--- config.mk ---
export PLATFORM = sky130hd
export DESIGN_NAME = stage_1
export DESIGN_NICKNAME = d
export VERILOG_FILES = /design/src/rtl/stage_1.sv
export SDC_FILE = /design/constraint.sdc
export NUM_CORES = 1
export LEC_CHECK = 0
export ABC_AREA = 1
export CAP_MARGIN = 15
export CORE_ASPECT_RATIO = 0.5
export CORE_MARGIN = 10
export CORE_UTILIZATION = 55
export CTS_CLUSTER_DIAMETER = 100
export DETAILED_ROUTE_END_ITERATION = 6
export PLACE_DENSITY_LB_ADDON = 0.12
export REMOVE_ABC_BUFFERS = 1
export SLEW_MARGIN = 20
export SYNTH_ARGS = -nofsm -noshare
export SYNTH_HDL_FRONTEND = slang
export SYNTH_SLANG_ARGS = --single-unit
--- constraint.sdc ---
create_clock -name i_clk -period 7.5 [get_ports i_clk]
set_clock_uncertainty 0.05 [all_clocks]
set_input_delay 2.25 -clock i_clk [delete_from_list [all_inputs] [get_ports i_clk]]
set_output_delay 2.25 -clock i_clk [all_outputs]
set_load 0.05 [all_outputs]
--- src/rtl/stage_1.sv ---
// ============================================================================
// stage_1 : instruction fetch stage (PC, imem req/gnt/rvalid, instruction FIFO)
// Optional STAGE_1_PERF_EN adds fetch/flush counters.  Rev 1.0
// ============================================================================
`default_nettype none

module stage_1 #(
    parameter logic [31:0] RESET_PC  = 32'h0000_0000,
    parameter int          BUF_DEPTH = 2
) (
    input  logic        i_clk,
    input  logic        i_rst,
    input  logic        i_b_taken,
    input  logic [31:0] i_b_pc,
    input  logic        i_inst_ready,
    output logic        inst_valid,
    output logic [31:0] inst,
    output logic [31:0] pc,
    output logic        mem_req,
    output logic [31:0] mem_addr,
    input  logic        i_mem_gnt,
    input  logic        i_mem_rvalid,
    input  logic [31:0] i_mem_rdata,
    output logic [31:0] fetch_cnt,
    output logic [31:0] flush_cnt
);

    localparam int              PTR_W   = $clog2(BUF_DEPTH);
    localparam int              CNT_W   = PTR_W + 1;
    localparam logic [CNT_W-1:0] DEPTH_C = CNT_W'(BUF_DEPTH);

    typedef enum logic [1:0] {
        ST_IDLE = 2'd0,
        ST_REQ  = 2'd1,
        ST_WAIT = 2'd2
    } state_e;

    state_e             state_q, state_d;
    logic [31:0]        fetch_pc_q, fetch_pc_d;
    logic [31:0]        mem_addr_q, mem_addr_d;
    logic               mem_req_q, mem_req_d;
    logic               discard_q, discard_d;
    logic [PTR_W-1:0]   rd_ptr_q, wr_ptr_q;
    logic [CNT_W-1:0]   count_q;
    logic [31:0]        buf_inst_q [BUF_DEPTH];
    logic [31:0]        buf_pc_q   [BUF_DEPTH];

    logic               w_push, w_pop;
    logic [CNT_W-1:0]   w_count_nxt;
    logic [31:0]        w_target;
    logic               w_unused;

    assign w_target = {i_b_pc[31:2], 2'b00};
    assign w_unused = ^i_b_pc[1:0];

    assign inst_valid  = (count_q != '0);
    assign inst        = inst_valid ? buf_inst_q[rd_ptr_q] : 32'd0;
    assign pc          = inst_valid ? buf_pc_q[rd_ptr_q]   : 32'd0;
    assign mem_req     = mem_req_q;
    assign mem_addr    = mem_addr_q;

    // A redirect voids any same-cycle pop and any same-cycle response.
    assign w_pop       = inst_valid & i_inst_ready & ~i_b_taken;
    assign w_push      = (state_q == ST_WAIT) & i_mem_rvalid & ~discard_q & ~i_b_taken;
    assign w_count_nxt = count_q + CNT_W'(w_push) - CNT_W'(w_pop);

    always_comb begin
        state_d    = state_q;
        fetch_pc_d = fetch_pc_q;
        mem_addr_d = mem_addr_q;
        mem_req_d  = mem_req_q;
        discard_d  = discard_q;
        if (i_b_taken) begin
            fetch_pc_d = w_target;
            if (state_q == ST_WAIT && !i_mem_rvalid) begin
                // Response still in flight: keep waiting and drop it on arrival.
                discard_d = 1'b1;
            end else begin
                state_d    = ST_REQ;
                mem_req_d  = 1'b1;
                mem_addr_d = w_target;
                discard_d  = 1'b0;
            end
        end else begin
            case (state_q)
                ST_IDLE: begin
                    if (count_q < DEPTH_C) begin
                        state_d    = ST_REQ;
                        mem_req_d  = 1'b1;
                        mem_addr_d = fetch_pc_q;
                    end
                end
                ST_REQ: begin
                    if (i_mem_gnt) begin
                        state_d    = ST_WAIT;
                        mem_req_d  = 1'b0;
                        fetch_pc_d = fetch_pc_q + 32'd4;
                    end
                end
                ST_WAIT: begin
                    if (i_mem_rvalid) begin
                        discard_d = 1'b0;
                        if (w_count_nxt < DEPTH_C) begin
                            state_d    = ST_REQ;
                            mem_req_d  = 1'b1;
                            mem_addr_d = fetch_pc_q;
                        end else begin
                            state_d   = ST_IDLE;
                            mem_req_d = 1'b0;
                        end
                    end
                end
                default: begin
                    state_d   = ST_IDLE;
                    mem_req_d = 1'b0;
                end
            endcase
        end
    end

    always_ff @(posedge i_clk) begin
        if (i_rst) begin
            state_q    <= ST_IDLE;
            fetch_pc_q <= RESET_PC;
            mem_addr_q <= 32'd0;
            mem_req_q  <= 1'b0;
            discard_q  <= 1'b0;
            rd_ptr_q   <= '0;
            wr_ptr_q   <= '0;
            count_q    <= '0;
            for (int k = 0; k < BUF_DEPTH; k++) begin
                buf_inst_q[k] <= 32'd0;
                buf_pc_q[k]   <= 32'd0;
            end
        end else begin
            state_q    <= state_d;
            fetch_pc_q <= fetch_pc_d;
            mem_addr_q <= mem_addr_d;
            mem_req_q  <= mem_req_d;
            discard_q  <= discard_d;
            if (i_b_taken) begin
                rd_ptr_q <= '0;
                wr_ptr_q <= '0;
                count_q  <= '0;
            end else begin
                // mem_addr_q still holds the address of the outstanding request.
                if (w_push) begin
                    buf_inst_q[wr_ptr_q] <= i_mem_rdata;
                    buf_pc_q[wr_ptr_q]   <= mem_addr_q;
                    wr_ptr_q             <= wr_ptr_q + PTR_W'(1);
                end
                if (w_pop) begin
                    rd_ptr_q <= rd_ptr_q + PTR_W'(1);
                end
                count_q <= w_count_nxt;
            end
        end
    end

`ifdef STAGE_1_PERF_EN
    logic [31:0] fetch_cnt_q, flush_cnt_q;

    always_ff @(posedge i_clk) begin
        if (i_rst) begin
            fetch_cnt_q <= 32'd0;
            flush_cnt_q <= 32'd0;
        end else begin
            if (w_pop) begin
                fetch_cnt_q <= fetch_cnt_q + 32'd1;
            end
            if (i_b_taken) begin
                flush_cnt_q <= flush_cnt_q + 32'd1;
            end
        end
    end

    assign fetch_cnt = fetch_cnt_q;
    assign flush_cnt = flush_cnt_q;
`else
    assign fetch_cnt = 32'd0;
    assign flush_cnt = 32'd0;
`endif

endmodule

`default_nettype wire

======== Yosys cells after proc, flatten, opt, wreduce, memory -nomap -nowiden ========
Memory sizes are Yosys's and may differ from the RTL's. A register that Yosys moved wholly into a read port is not among the register bits.
Index checks and enable logic that the tools add are counted.
storage, ports and cells
  flip-flop bits (word level) ............. 72
  memory bits (writable) .................. 128
  output and inout port bits .............. 162
  logic and storage cells ................. 94
  memories kept ........................... 2
operators by class
  add/subtract/negate cells ............... 5
  order comparisons ....................... 2
  equal/unequal tests ..................... 7
  mux-type cells .......................... 45
  bitwise operators ....................... 7
  reduce and logical (&&, ||, !) cells .... 17
memories
  name        depth  bits a word  read ports  clocked after Yosys merged registers in  wr ports  RTL line  text
  buf_inst_q  2      32           1           1                                        2         45        logic [31:0] buf_inst_q [BUF_DEPTH];
  buf_pc_q    2      32           1           1                                        2         46        logic [31:0] buf_pc_q [BUF_DEPTH];
operators by type and width
  cell                                               number
  two-way mux 32 bit                                 12
  case mux 32 bit (2 select lines)                   1
  OR reduction 32 bit                                2
  adder 32 x 3 -> 32 bit, second input constant      1
  two-way mux 1 bit                                  25
  two-way mux 2 bit                                  5
  nonzero test 2 bit                                 5
  != test 3 bit, second input constant               3
  case mux 2 bit (3 select lines)                    1
  AND reduction 2 bit                                3
  bitwise AND 1 bit                                  5
  AND reduction 5 bit                                1
  less-than comparator 2 bit, second input constant  2
  AND reduction 4 bit                                1
  != test 3 x 2 -> 1 bit, second input constant      1
  case mux 1 bit (3 select lines)                    1
  nonzero test 3 bit                                 1
  adder 1 bit, second input constant                 2
  adder 2 x 1 -> 2 bit                               1
  == test 2 x 1 -> 1 bit, second input constant      1
  == test 2 bit, second input constant               1
  zero test 2 bit                                    1
  != test 2 bit, second input constant               1
  NOT 1 bit                                          2
  other kinds (4)                                    4

======== Longest topological paths before layout ========
Gate-level depths: netlist of run 1.
  depth after elaboration ................. 11
  depth in mapped cells ................... 16
  mapped depth without buffers ............ 15

======== Worst setup path after synthesis of run 1 ========
Ideal clock, no wire load.
  path kind ............................... input -> register
  start ................................... input i_b_taken
  end ..................................... memory buf_inst_q[1][0], enable pin
  arrival time ............................ 4.364 ns
  slack ................................... 2.665 ns
  stages on the path ...................... 7
  cells stage by stage .................... buf_4 nor2_1 nand2_1 nor2_2 nand2_2 buf_6 nand2_1
RTL lines
  what                RTL line  text
  start: declaration  13        input logic i_b_taken,
  end: declaration    45

==> impl_results.md, run 1 <==
* Status: completed
* Routed len/inst at between 15 and 20 um
* Worst-path clk slew at 0.08 ns
* Worst-path maximum fanout at 63
* Crit share post-route at 0.709
* GPL Wtd Cong at ~0.9
* Number of global-route vias before repair at approximately 8,400
* Final setup fails at 0
* Count of final hold-check violations at 0
* Asr flop ratio synth at 0
* Minimum clock period after layout at 5.32 ns
* Most common cell after layout, fill and taps aside: nor2_1
* P&R area growth vs syn at 18.2%
* # IOs at 232
* Delay of the slowest critical-path stage at 0.85 ns
* Routed wire length at 27.4 mm
* TritonCTS clock tree: built
* Maximum clock rate at 188 MHz
* PD cells at a little over 200 mW/mm^2
* Relative slew slack at 0.287
* MaxCap Viol Count at 0
* DIE WIDTH at 214 um
* Post-synthesis average cell area at 7.72 um^2
* Worst path required time at between 5 and 6 ns
* Critical path class: reg2out
* Worst slack at placement at 2.04 ns
* Final antenna-violating net count at 0
* Row count at 35
* Post-Synthesis Cells at between 1,000 and 1,500
* Clk buf depth at 2
* WP data arrival at 3.02 ns
* Worst Tran Pin Value at 1.07 ns
* Worst hold-check slack at 0.421 ns
* Hold_buf cts at 0
* Postcts setup bufs at 0
* Placed cell count at 1,682
* Worst skew pair latency at 0.43 ns
* Via count at 8,677
* Final HPWL DP at 18.1 mm
* First-pass GRT wire length at 42.4 mm
* Commonest non-fill, non-tap cells in the layout: 298 x nor2_1, 280 x nand2_1, 164 x inv_1
* Pin count of the biggest net entering global routing at 71
* Setup TNS Final at 0 ns
* Initial antenna violation count at 0
* Prevailing post-synth register cell: edfxtp_1
* Via density at 5.06
* Slew Viols, Final at 0
* Post-synth EDFFs at 124
* DR DRC count at 0
* Starting density of the core at 0.561
* # resized after CTS at 0
* Sequential area share after synthesis at 0.494
* Sink Count at 193
* CP max stage cell: clkdlybuf4s50_1
* Cells along the critical path: buf_4 > inv_4 > nand2_1 > a21oi_1 > clkdlybuf4s50_1
* Placed inst area at 0.0116 mm^2
* TritonRoute pass-1 iters at 6
* Hold/Removal Path Class: reg2reg
* First DRT Iteration DRCs at between 700 and 800
* Number of CTS-inserted buffers at 17
* GRT Total Usage at 0.214
* RSZ-0062 raised after global routing: false
* Gr ovfl total at 0
* Port-buffer cells at 161
* Layout cells sized above 1 at 0.0536
* Post-route cell area at 0.0122 mm^2
* H-Tree Depth at 4
* Peak VDD IR at 0.183 mV
* Cell Area, Synth at 0.0103 mm^2
* Cell variety after synth at 36
* Startpoint Class: register
* Layout Cells excl Fill at 1,714
* Synth warnings at 0
* Die H at 117 um
* Final #Nets at ~1,500
* Root buffer cell: clkbuf_16
* Die area at 0.0250 mm^2
* Ant. Diodes at 0
* Setup slack after layout at 2.18 ns
* Crit end category: output pin
* Synth Register Bits at 193
* Static leakage at about 5.2 nW
* Core Region at 0.0184 mm^2
final timing paths:
check,slack [ns],start,depth (start not counted),end
worst max-delay path,2.18,register,5,inst[8]
worst min-delay path,0.42,rd_ptr_q,2,register
worst max register to register,4.57,count_q[1],15,mem_addr[30]
worst min register to register,0.42,rd_ptr_q,2,register
layer usage:
layer | vias to the layer above | wire [um] | global-route usage
met3 | 34 | 1910 | 0.0388
met1 | 4022 | 11900 | 0.277
met2 | 326 | 13000 | 0.356
met4 | 0 | 540 | 0.0770
met5 | - | 0 | 0
li1 | 4295 | - | -
power breakdown:
part           switching (mW)  internal (mW)  total (mW)
clock network           0.447          0.452       0.899
registers              0.0389           1.18        1.22
logic                   0.265          0.107       0.372
cell usage after synthesis (4+ instances only):
master | number | area [um^2]
nand4_1 | 8 | 50.1
buf_2 | 16 | 80.1
dfxtp_1 | 69 | 1380
o21ai_0 | 26 | 130
nor2_1 | 299 | 1120
nand3_1 | 88 | 440
nand2_1 | 282 | 1060
a21oi_1 | 86 | 430
buf_6 | 20 | 225
nor2_4 | 4 | 45.0
inv_2 | 7 | 26.3
inv_1 | 164 | 616
edfxtp_1 | 124 | 3720
o21a_1 | 6 | 45.0
nor2_2 | 9 | 56.3
nand2_2 | 7 | 43.8
buf_4 | 70 | 526
clkbuf_1 | 23 | 86.3
state kept, by name, indices dropped and copies added, names as in the netlist, named ones only:
register	cells
mem_req	1
count_q	2
buf_pc_q	60
rd_ptr_q	1
discard_q	1
fetch_pc_q	30
mem_addr	30
wr_ptr_q	1
state_q	2
buf_inst_q	64
worst max-delay path: cells and delay by family, from the launching register on:
family	cells	cell delay, ns
buffers and inverters	3	1.82
flip-flops	1	0.31
AND/OR/NAND/NOR	1	0.15
AO/OA/AOI/OAI	1	0.25
cell families (layout without fill, tap and decap cells):
| family | after synthesis | in the layout | synth area share |
|---|---|---|---|
| and+or+nand+nor | 706 | 706 | 0.280 |
| adders and majority gates | 3 | 3 | 0.00364 |
| AOI/OAI and AO/OA | 129 | 129 | 0.0665 |
| xor gates and xnor gates | 2 | 2 | 0.00170 |
| DFF | 193 | 193 | 0.494 |
| other | 1 | 68 | 0.000363 |
| buffers and inverters | 303 | 373 | 0.153 |
area by class of cell:
cell class,count,area [um^2]
inverters,171,644
multi-input cells,908,3900
clock inverters,14,138
clock buffers,18,439
flip-flops and latches,193,5110
well taps,240,300
fillers,1581,6190
repair buffers,170,1670
through the flow:
stage | util | total power [mW]
after floorplan | - | 1.48
after global placement | 0.632 | 1.60
after detailed placement | 0.632 | 1.61
after CTS | 0.664 | 2.49
after global routing | 0.664 | 2.58
final | 0.664 | 2.49
Power figures use the tool's default switching activity.
==> run 2: changes to the inputs <==
--- a/config.mk
+++ b/config.mk
@@ -9,7 +9,7 @@
 export CAP_MARGIN = 15
 export CORE_ASPECT_RATIO = 0.5
 export CORE_MARGIN = 10
-export CORE_UTILIZATION = 55
+export CORE_UTILIZATION = 51
 export CTS_CLUSTER_DIAMETER = 100
 export DETAILED_ROUTE_END_ITERATION = 6
 export PLACE_DENSITY_LB_ADDON = 0.12
==> constraint.sdc (replaced) <==
create_clock -name i_clk -period 5.1 [get_ports i_clk]
set_clock_uncertainty 0.05 [all_clocks]
set_input_delay 1.53 -clock i_clk [delete_from_list [all_inputs] [get_ports i_clk]]
set_output_delay 1.53 -clock i_clk [all_outputs]
set_load 0.05 [all_outputs]
==> run 2 against run 1 <==
Against the previous run: utilization fell by 3.9 points; sequential share of layout area fell by 0.28 points; routed wire length up 1.2%; first-iteration DRC count rose by 11%; final area grew 0.68%; clock-buffer cell count rose by 2; worst setup slack worse by 1.4 ns; critical path type unchanged; largest cell class unchanged; largest power group unchanged.
==> impl_results.md, run 2 (synthesized netlist as in run 1, its figures left out) <==
* Postcts setup bufs at 0 (unchanged)
* First DRT Iteration DRCs at 819 (+11%)
* DR DRC count at 0 (unchanged)
* Worst slack at placement at 1.06 ns (-0.976 ns)
* Worst path required time at 3.52 ns (-1.68 ns)
* Via count at 8,575 (-1.2%)
* Largest regs: buf_inst_q: 64 flops, buf_pc_q: 60 flops
* GPL Wtd Cong at 0.874 (-4.9%)
* R2r setup slk at 2.20 ns (-2.37 ns)
* Sink Count at 193 (unchanged)
* Flop pwr share at 0.489 (about the same)
* Worst r2r dst: mem_addr[29]
* Int Power at 2.59 mW (+49%)
* Via density at 4.91 (-2.9%)
* Ant. Diodes at 0 (unchanged)
* Die H at 121 um (+3.2%)
* First-pass GRT wire length at 43.9 mm (+3.6%)
* Setup TNS Final at 0 ns (unchanged)
* Gr ovfl total at 0 (unchanged)
* Static leakage at 5.27 nW (+0.60%)
* Number of CTS-inserted buffers at 17 (unchanged)
* Critical path class: reg2out
* GRT Total Usage at 0.201 (-0.0135)
* P&R area growth vs syn at 19.0%
* Routed wire length at 27.7 mm (+1.2%)
* RSZ-0062 raised after global routing: false
* Routed len/inst at 15.9 um (-0.63%)
* TritonRoute pass-1 iters at 5 (-1)
* Hold EP: mem_req
* Post-route cell area at 0.0123 mm^2 (+0.68%)
* Worst skew pair latency at 0.43 ns (about the same)
* Starting density of the core at 0.525 (-0.0368)
* Largest register FFs at 64 (unchanged)
* PD cells at 298 mW/mm^2 (+46%)
* Slew Viols, Final at 0 (unchanged)
* WP data arrival at 2.72 ns (-0.30 ns)
* Most common cell after layout, fill and taps aside: nor2_1
* Core Region at 0.0197 mm^2 (+7.0%)
* Net Switching at 1.06 mW (+42%)
* Sw Ratio at 0.291 (-0.0105)
* H-Tree Depth at 4 (unchanged)
* Startpoint Class: register
* Clk buf depth at 2 (unchanged)
* Port-buffer cells at 161 (unchanged)
* Crit share post-route at 0.844
* Setup slack after layout at 0.796 ns (-1.39 ns)
* Status: completed
* Maximum clock rate at 232 MHz
* Pin count of the biggest net entering global routing at 63 (-11%)
* Initial antenna violation count at 0 (unchanged)
* Die area at 0.0267 mm^2 (+6.8%)
* # IOs at 232 (unchanged)
* Placed inst area at 0.0117 mm^2 (+0.80%)
* Worst Tran Pin Value at 0.776 ns (-0.292 ns)
* TritonCTS clock tree: built
* Final #Nets at 1,539 (+0.33%)
* Peak VDD IR at 0.237 mV (+29%)
* Number of global-route vias before repair at 8,322 (-0.80%)
* Comb pwr share at 0.152 (+0.003)
* Clock power frac at 0.360 (about the same)
* Hold path start: mem_req
* Layout cells sized above 1 at 0.0554 (+0.00185)
* Final HPWL DP at 18.8 mm (+3.6%)
* MaxCap Viol Count at 0 (unchanged)
* Commonest non-fill, non-tap cells in the layout: 298 x nor2_1, 280 x nand2_1, 164 x inv_1
* Crit end category: output pin
* Count of final hold-check violations at 0 (unchanged)
* Minimum clock period after layout at 4.30 ns
* Hold_buf cts at 0 (unchanged)
* Final setup fails at 0 (unchanged)
* Worst Hold Path Cells at 2 (unchanged)
* Hold/Removal Path Class: reg2reg
* Reg2Reg Launch Point: count_q[1]
* Final antenna-violating net count at 0 (unchanged)
* Worst-path maximum fanout at 44 (-30%)
* FF-to-FF path depth at 14 (-1)
* Filler instances at 1,757 (+11%)
* Row count at 36 (+2.9%)
* # resized after CTS at 0 (unchanged)
* Worst-path clk slew at 0.07 ns (about the same)
* DIE WIDTH at 221 um (+3.5%)
* Relative slew slack at 0.483 (+0.196)
* Largest register by flop count: buf_inst_q
* Root buffer cell: clkbuf_16
## run 2: cell count changes in the layout (fill, tap and decap cells not counted), moves of 2 or more
cell,before,now
inv_6,2,5
clkbuf_1,0,2
clkinvlp_4,3,1
buf_4,9,12
inv_8,6,1
buf_12,0,2
## run 2: how the worst max path moves through the flow
stage,startpoint,endpoint,cells after the start
final,count_q[1],inst[13],4
after global routing,count_q[1],pc[9],4
after CTS,count_q[1],pc[9],4
after floorplan,count_q[1],mem_addr[10],15
after detailed placement,i_mem_rvalid,mem_addr[21],14
after global placement,i_mem_rvalid,mem_addr[10],14
## run 2: area by class of cell
class | instances | area (um^2) | share of cell area
timing repair buffer | 175 | 1740 | 0.141
multi-input combinational | 908 | 3900 | 0.318
clock inverter | 12 | 120 | 0.00977
sequential | 193 | 5110 | 0.416
clock buffer | 20 | 447 | 0.0364
tap | 266 | 333 | 0.0271
inverter | 171 | 642 | 0.0522
## run 2: power by group through the flow
stage / clock network (mW) / registers (mW) / logic (mW)
2_1_floorplan: 0 / 1.88 / 0.301
3_3_place_gp: 0 / 1.82 / 0.541
3_5_place_dp: 0 / 1.82 / 0.548
4_1_cts: 1.33 / 1.79 / 0.551
5_1_grt: 1.39 / 1.80 / 0.601
6_report: 1.32 / 1.79 / 0.554
## run 2: per-stage QoR
| stage | instances | hold WS [ns] | total power, mW | utilization |
|---|---|---|---|---|
| CTS | 1745 | 0.429 | 3.67 | 0.624 |
| detailed placement | 1713 | 0.413 | 2.37 | 0.595 |
| finish | 1745 | 0.428 | 3.66 | 0.624 |
| global route | 1745 | 0.463 | 3.79 | 0.624 |
| global placement | 1713 | 0.408 | 2.36 | 0.595 |
| floorplan | 1272 | 0.397 | 2.18 | - |
## run 2: per-layer routing
layer / wire length (um) / track usage / vias up
li1: - / - / 4306
met1: 12300 / 0.256 / 3989
met2: 13400 / 0.346 / 258
met3: 1650 / 0.0394 / 22
met4: 320 / 0.0476 / 0
met5: 0 / 0 / -
## run 2: critical path, cell delays in order (launching register included)
cell and delay [ns]:
dfxtp_1 0.38, nor2_4 0.45, buf_4 0.55, a21oi_1 0.14, clkdlybuf4s50_1 0.74
